`config.mk`:
```
export PLATFORM = sky130hd
export DESIGN_NAME = dmem_port_arbiter
export DESIGN_NICKNAME = d
export VERILOG_FILES = /design/src/rtl/dmem_arb_pkg.sv /design/src/rtl/dmem_port_arbiter.sv
export SDC_FILE = /design/constraint.sdc
export NUM_CORES = 1
export LEC_CHECK = 0
export BUFFER_PORTS_ARGS = -buffer_cell sky130_fd_sc_hd__clkbuf_2
export CAP_MARGIN = 20
export CORE_AREA = 2 2 114 116
export DETAILED_ROUTE_END_ITERATION = 7
export DIE_AREA = 0 0 116 118
export GPL_TIMING_DRIVEN = 0
export PLACE_DENSITY_LB_ADDON = 0.08
export SLEW_MARGIN = 20
export SYNTH_ARGS = -nofsm -noshare
export SYNTH_HDL_FRONTEND = slang
export SYNTH_SLANG_ARGS = --single-unit
```
`constraint.sdc`:
```
create_clock -name clk -period 9.75 [get_ports clk]
set_input_delay 1.4625 -clock clk [delete_from_list [all_inputs] [get_ports clk]]
set_output_delay 1.4625 -clock clk [all_outputs]
set_load 0.005 [all_outputs]
```
`src/rtl/dmem_arb_pkg.sv`:
```
// Shared types and default widths for the data-memory port arbiter.
package dmem_arb_pkg;

  typedef enum logic [1:0] {
    IDLE   = 2'd0,
    LD_ACC = 2'd1,
    LD_ACK = 2'd2
  } arb_state_t;

  localparam int DEF_ADDR_WIDTH   = 32;
  localparam int DEF_DATA_WIDTH   = 32;
  localparam int DEF_STARVE_LIMIT = 8;

endpackage

```
`src/rtl/dmem_port_arbiter.sv`:
```
// Shares the single-port data memory between the MEM stage (default owner) and the loader.
// Optional loader anti-starvation guard: define DMEM_ARB_STARVE_GUARD_EN.
module dmem_port_arbiter
  import dmem_arb_pkg::*;
#(
  parameter int ADDR_WIDTH   = DEF_ADDR_WIDTH,
  parameter int DATA_WIDTH   = DEF_DATA_WIDTH,
  parameter int STARVE_LIMIT = DEF_STARVE_LIMIT
) (
  input  logic                  clk,
  input  logic                  rst,
  input  logic                  core_req,
  input  logic                  core_we,
  input  logic [ADDR_WIDTH-1:0] core_addr,
  input  logic [DATA_WIDTH-1:0] core_wdata,
  output logic [DATA_WIDTH-1:0] core_rdata,
  output logic                  stall_o,
  input  logic                  ld_req,
  input  logic                  ld_we,
  input  logic [ADDR_WIDTH-1:0] ld_addr,
  input  logic [DATA_WIDTH-1:0] ld_wdata,
  output logic                  ld_ack,
  output logic [DATA_WIDTH-1:0] ld_rdata,
  output logic [ADDR_WIDTH-1:0] mem_addr,
  output logic [DATA_WIDTH-1:0] mem_wd,
  output logic                  mem_we,
  input  logic [DATA_WIDTH-1:0] mem_rd
);

  arb_state_t            state;
  logic                  cap_we;
  logic [ADDR_WIDTH-1:0] cap_addr;
  logic [DATA_WIDTH-1:0] cap_wdata;
  logic                  force_grant;
  logic                  ld_grant;

`ifdef DMEM_ARB_STARVE_GUARD_EN
  localparam int CNT_W = $clog2(STARVE_LIMIT + 1);
  logic [CNT_W-1:0] starve_cnt;

  // Counts IDLE cycles in which the loader lost to the core; saturates at the limit.
  always_ff @(posedge clk) begin
    if (rst) begin
      starve_cnt <= '0;
    end else if (state == IDLE) begin
      if (ld_grant)
        starve_cnt <= '0;
      else if (core_req && ld_req && (starve_cnt != CNT_W'(STARVE_LIMIT)))
        starve_cnt <= starve_cnt + 1'b1;
    end
  end

  assign force_grant = (starve_cnt == CNT_W'(STARVE_LIMIT));
`else
  assign force_grant = 1'b0;
`endif

  assign ld_grant   = (state == IDLE) && ld_req && (!core_req || force_grant);
  assign core_rdata = mem_rd;

  always_comb begin
    mem_addr = core_addr;
    mem_wd   = core_wdata;
    mem_we   = core_req && core_we;
    stall_o  = 1'b0;
    ld_ack   = 1'b0;
    case (state)
      LD_ACC: begin
        mem_addr = cap_addr;
        mem_wd   = cap_wdata;
        mem_we   = cap_we;
        stall_o  = core_req;
      end
      LD_ACK: ld_ack = 1'b1;
      default: begin
        // A forced loader grant steals the port from a requesting core for this cycle.
        if (force_grant && ld_req && core_req) begin
          mem_we  = 1'b0;
          stall_o = 1'b1;
        end
      end
    endcase
    if (rst) begin
      mem_we  = 1'b0;
      stall_o = 1'b0;
      ld_ack  = 1'b0;
    end
  end

  always_ff @(posedge clk) begin
    if (rst) begin
      state <= IDLE;
    end else begin
      case (state)
        IDLE:    state <= ld_grant ? LD_ACC : IDLE;
        LD_ACC:  state <= LD_ACK;
        default: state <= IDLE;
      endcase
    end
  end

  // Loader request is frozen at grant; later changes on the loader inputs are ignored.
  always_ff @(posedge clk) begin
    if (ld_grant) begin
      cap_we    <= ld_we;
      cap_addr  <= ld_addr;
      cap_wdata <= ld_wdata;
    end
  end

  always_ff @(posedge clk) begin
    if (rst)
      ld_rdata <= '0;
    else if (state == LD_ACC)
      ld_rdata <= mem_rd;
  end

endmodule
```
==> key figures <==
GRT
  • Vias in the first global route: 3794
  • Overflow after GRT: 0
  • Largest net degree at the start of global routing: 16
  • First-pass GRT wire length: about 18 mm
  • Initial antenna violation count: 0
  • GRT Total Usage: 0.171

Power and ir drop
  • Flop pwr share: 0.495
  • Peak VDD IR: about 0.082 mV
  • Leakage power: ~0.0032 uW
  • PD cells: between 150 and 200 nW/um^2
  • Net Sw Power: roughly 210 uW
  • Clock power share: 0.366
  • Design Power: ~950 uW
  • Pint: around 740 uW
  • Comb pwr share: 0.139
  • Net Sw Frac: 0.222

Placed design
  • IO buf count: a little under 300
  • Pre-CTS setup slack: ~6000 ps
  • Dpl cells: 933
  • GP Congestion: roughly 0.77
  • Hpwl dp: between 9 and 10 mm

Detailed routing
  • Via density: 4.28
  • Routed wire length: ~12 mm
  • Antenna viol nets, final: 0
  • Starting DRT DRC Count: ~120
  • Via count: between 4000 and 5000
  • Avg WL per Cell: approximately 13 um
  • Residual DRC: 0
  • DR pass1 iterations: 5

Synth
  • Yosys top cell area share: 0.461
  • Distinct cells, synth: 15
  • Post-synth EDFFs: 65
  • Seq/Total Area, Yosys: 0.622
  • Most common cell in the synthesized netlist: nand2_1
  • Avg Cell Area, Syn: 9.30 sq um
  • Top cells by area, synth: edfxtp_1 46%, nand2_1 23%, dfxtp_1 16%
  • Number of synthesized register bits: roughly 100
  • Synth Instances: between 400 and 500
  • Synth Flop Type: edfxtp_1
  • Yosys Warn Count: 0
  • Post-synth top cells: 257 x nand2_1, 65 x edfxtp_1, 39 x buf_4
  • Syn nets: 621
  • Post-Syn Area: ~4200 sq um
  • Cell taking the most area after synthesis: edfxtp_1
  • Post-synth ARST share: 0

Worst setup path
  • Kind of critical path: in -> out
  • Buf+Inv Stages, Crit Path: 3
  • Max incr delay on CP: roughly 380 ps
  • Reg2Reg Launch Point: state[0]
  • Startpoint Class: primary input
  • Slowest CP cell: clkbuf_1
  • Reg2reg setup slack: 7650 ps
  • CP max FO: 10
  • Required @ worst endpoint: approximately 8300 ps
  • Worst reg2reg endpoint: cap_addr[23]
  • CP endpoint kind: output pin
  • Reg2reg path depth: 5
  • Crit-path leading delay family: buffers and inverters
  • Cell chain of the critical path: buf_2 > clkbuf_1 > a21oi_1 > clkbuf_2
  • Arrival @ worst endpoint: roughly 2300 ps

STA
  • Final period util: 0.384
  • # setup viols final: 0
  • Min setup slack post-route: ~6000 ps
  • Final-report hold violation count: 0
  • Worst slew pin tran: about 470 ps
  • Clock skew: between 6 and 7 ps
  • Max-slew violation count: 0
  • Achievable Freq: approximately 270 MHz
  • Worst rel slew slack: 0.689
  • Post-layout min period: between 3000 and 4000 ps
  • RSZ-0062 raised after global routing: false

Floorplan
  • Initial core utilization: 0.341
  • Die height: about 120 um
  • Rows: 41
  • Ports: around 300
  • Die Area: approximately 14000 sq um
  • Die Wd: roughly 120 um
  • Core area: 12400 sq um

Job
  • Max_cap viols: 0

Hold path
  • Hold path cells: 2
  • Hold path start: ld_rdata[14]
  • Hold worst-path end: ld_rdata[14]
  • Hold Crit Class: reg -> reg

CTS
  • Reg clk slew, reported paths: roughly 60 ps
  • Worst skew pair latency: roughly 330 ps
  • Clock root cell: clkbuf_16
  • Hold-fix buffers, CTS: 0
  • Post-CTS sizing: 0
  • CTS sink cnt: 99
  • Clk buf depth: 2
  • CTS tree: built
  • Postcts setup bufs: 0
  • Cts bufs inserted: 9
  • H-tree Lvls: 3

Cells and area
  • Layout area overhead: 48.6%
  • Final core utilization: 0.506
  • Ant. Diodes: 0
  • Layout cells sized above 1: 0.486
  • Fillcell total: 1249
  • Finished Layout Cells: ~950
  • Area of the multi-input gates: approximately 1200 sq um
  • Final layout net count: approximately 940
  • Seq. cell area: between 2000 and 3000 sq um

Outcome
  • Status: completed
==> layer usage <==
metal | GRT usage | part of all wire | wire (um)
met2 | 0.318 | 0.52 | 6300
met1 | 0.184 | 0.38 | 4600
met4 | 0.0439 | 0.014 | 164
met5 | 0 | 0 | 0
met3 | 0.0556 | 0.089 | 1080
==> worst max path at each step <==
stage / from / to / slack, ps / depth (start not counted)
6_report: rst / mem_we / 6010 / 4
5_1_grt: rst / mem_we / 5880 / 4
4_1_cts: rst / mem_we / 5970 / 4
3_5_place_dp: rst / mem_we / 5980 / 4
3_3_place_gp: core_req / cap_addr[17] / -2250 / 2
2_1_floorplan: core_req / cap_addr[0] / 750 / 1
==> stage by stage <==
| stage | cell area, sq um | hold WS (ps) | TNS (ps) |
|---|---|---|---|
| detailed placement | 5990 | 446 | 0 |
| floorplan | 4230 | 453 | 0 |
| global route | 6280 | 471 | 0 |
| CTS | 6280 | 455 | 0 |
| global placement | 5920 | 442 | -148450 |
| finish | 6280 | 453 | 0 |
==> worst register-to-register path, cell delays in order (launching register included) <==
cell     delay (ps)
dfxtp_1         340
nor4b_2         490
buf_2           280
buf_2           230
buf_2           240
buf_2           230
==> area by class of cell <==
class                      instances  share of cell area
clock inverter                     1            0.000796
clock buffer                      15              0.0464
tap                              172              0.0342
multi-input combinational        298               0.189
buffer                            58              0.0661
timing repair buffer             306               0.244
sequential                        99               0.419
==> placed cells by master, fill, tap and decap left out <==
cell,count
dfxtp_1,34
nor2_2,1
buf_2,20
buf_6,5
nor2b_1,2
nand2b_1,1
a21oi_1,33
buf_4,41
nand2_1,257
clkbuf_1,4
nor3b_1,1
nand3_1,1
edfxtp_1,65
clkinv_2,1
clkbuf_16,10
clkbuf_2,297
nor4b_2,1
clkbuf_8,2
and2_1,1
==> cell families after synthesis <==
kind of cell | count (synthesis) | share of synthesized area
AOI/OAI and AO/OA | 33 | 0.0390
DFF | 99 | 0.622
buffers and inverters | 58 | 0.0982
and+or+nand+nor | 265 | 0.240
==> power by group through the flow <==
stage	Combinational (uW)	Clock (uW)	Sequential (uW)
2_1_floorplan	55.5	0	483
3_3_place_gp	130	0	484
3_5_place_dp	135	0	480
4_1_cts	135	358	471
5_1_grt	148	374	472
6_report	132	349	471
==> flip-flops by register name, summed over array words and instances, names as in the netlist <==
register and cells:
cap_wdata 32, ld_rdata 32, state 2, cap_addr 32
cap_we 1
Power figures use the tool's default switching activity.
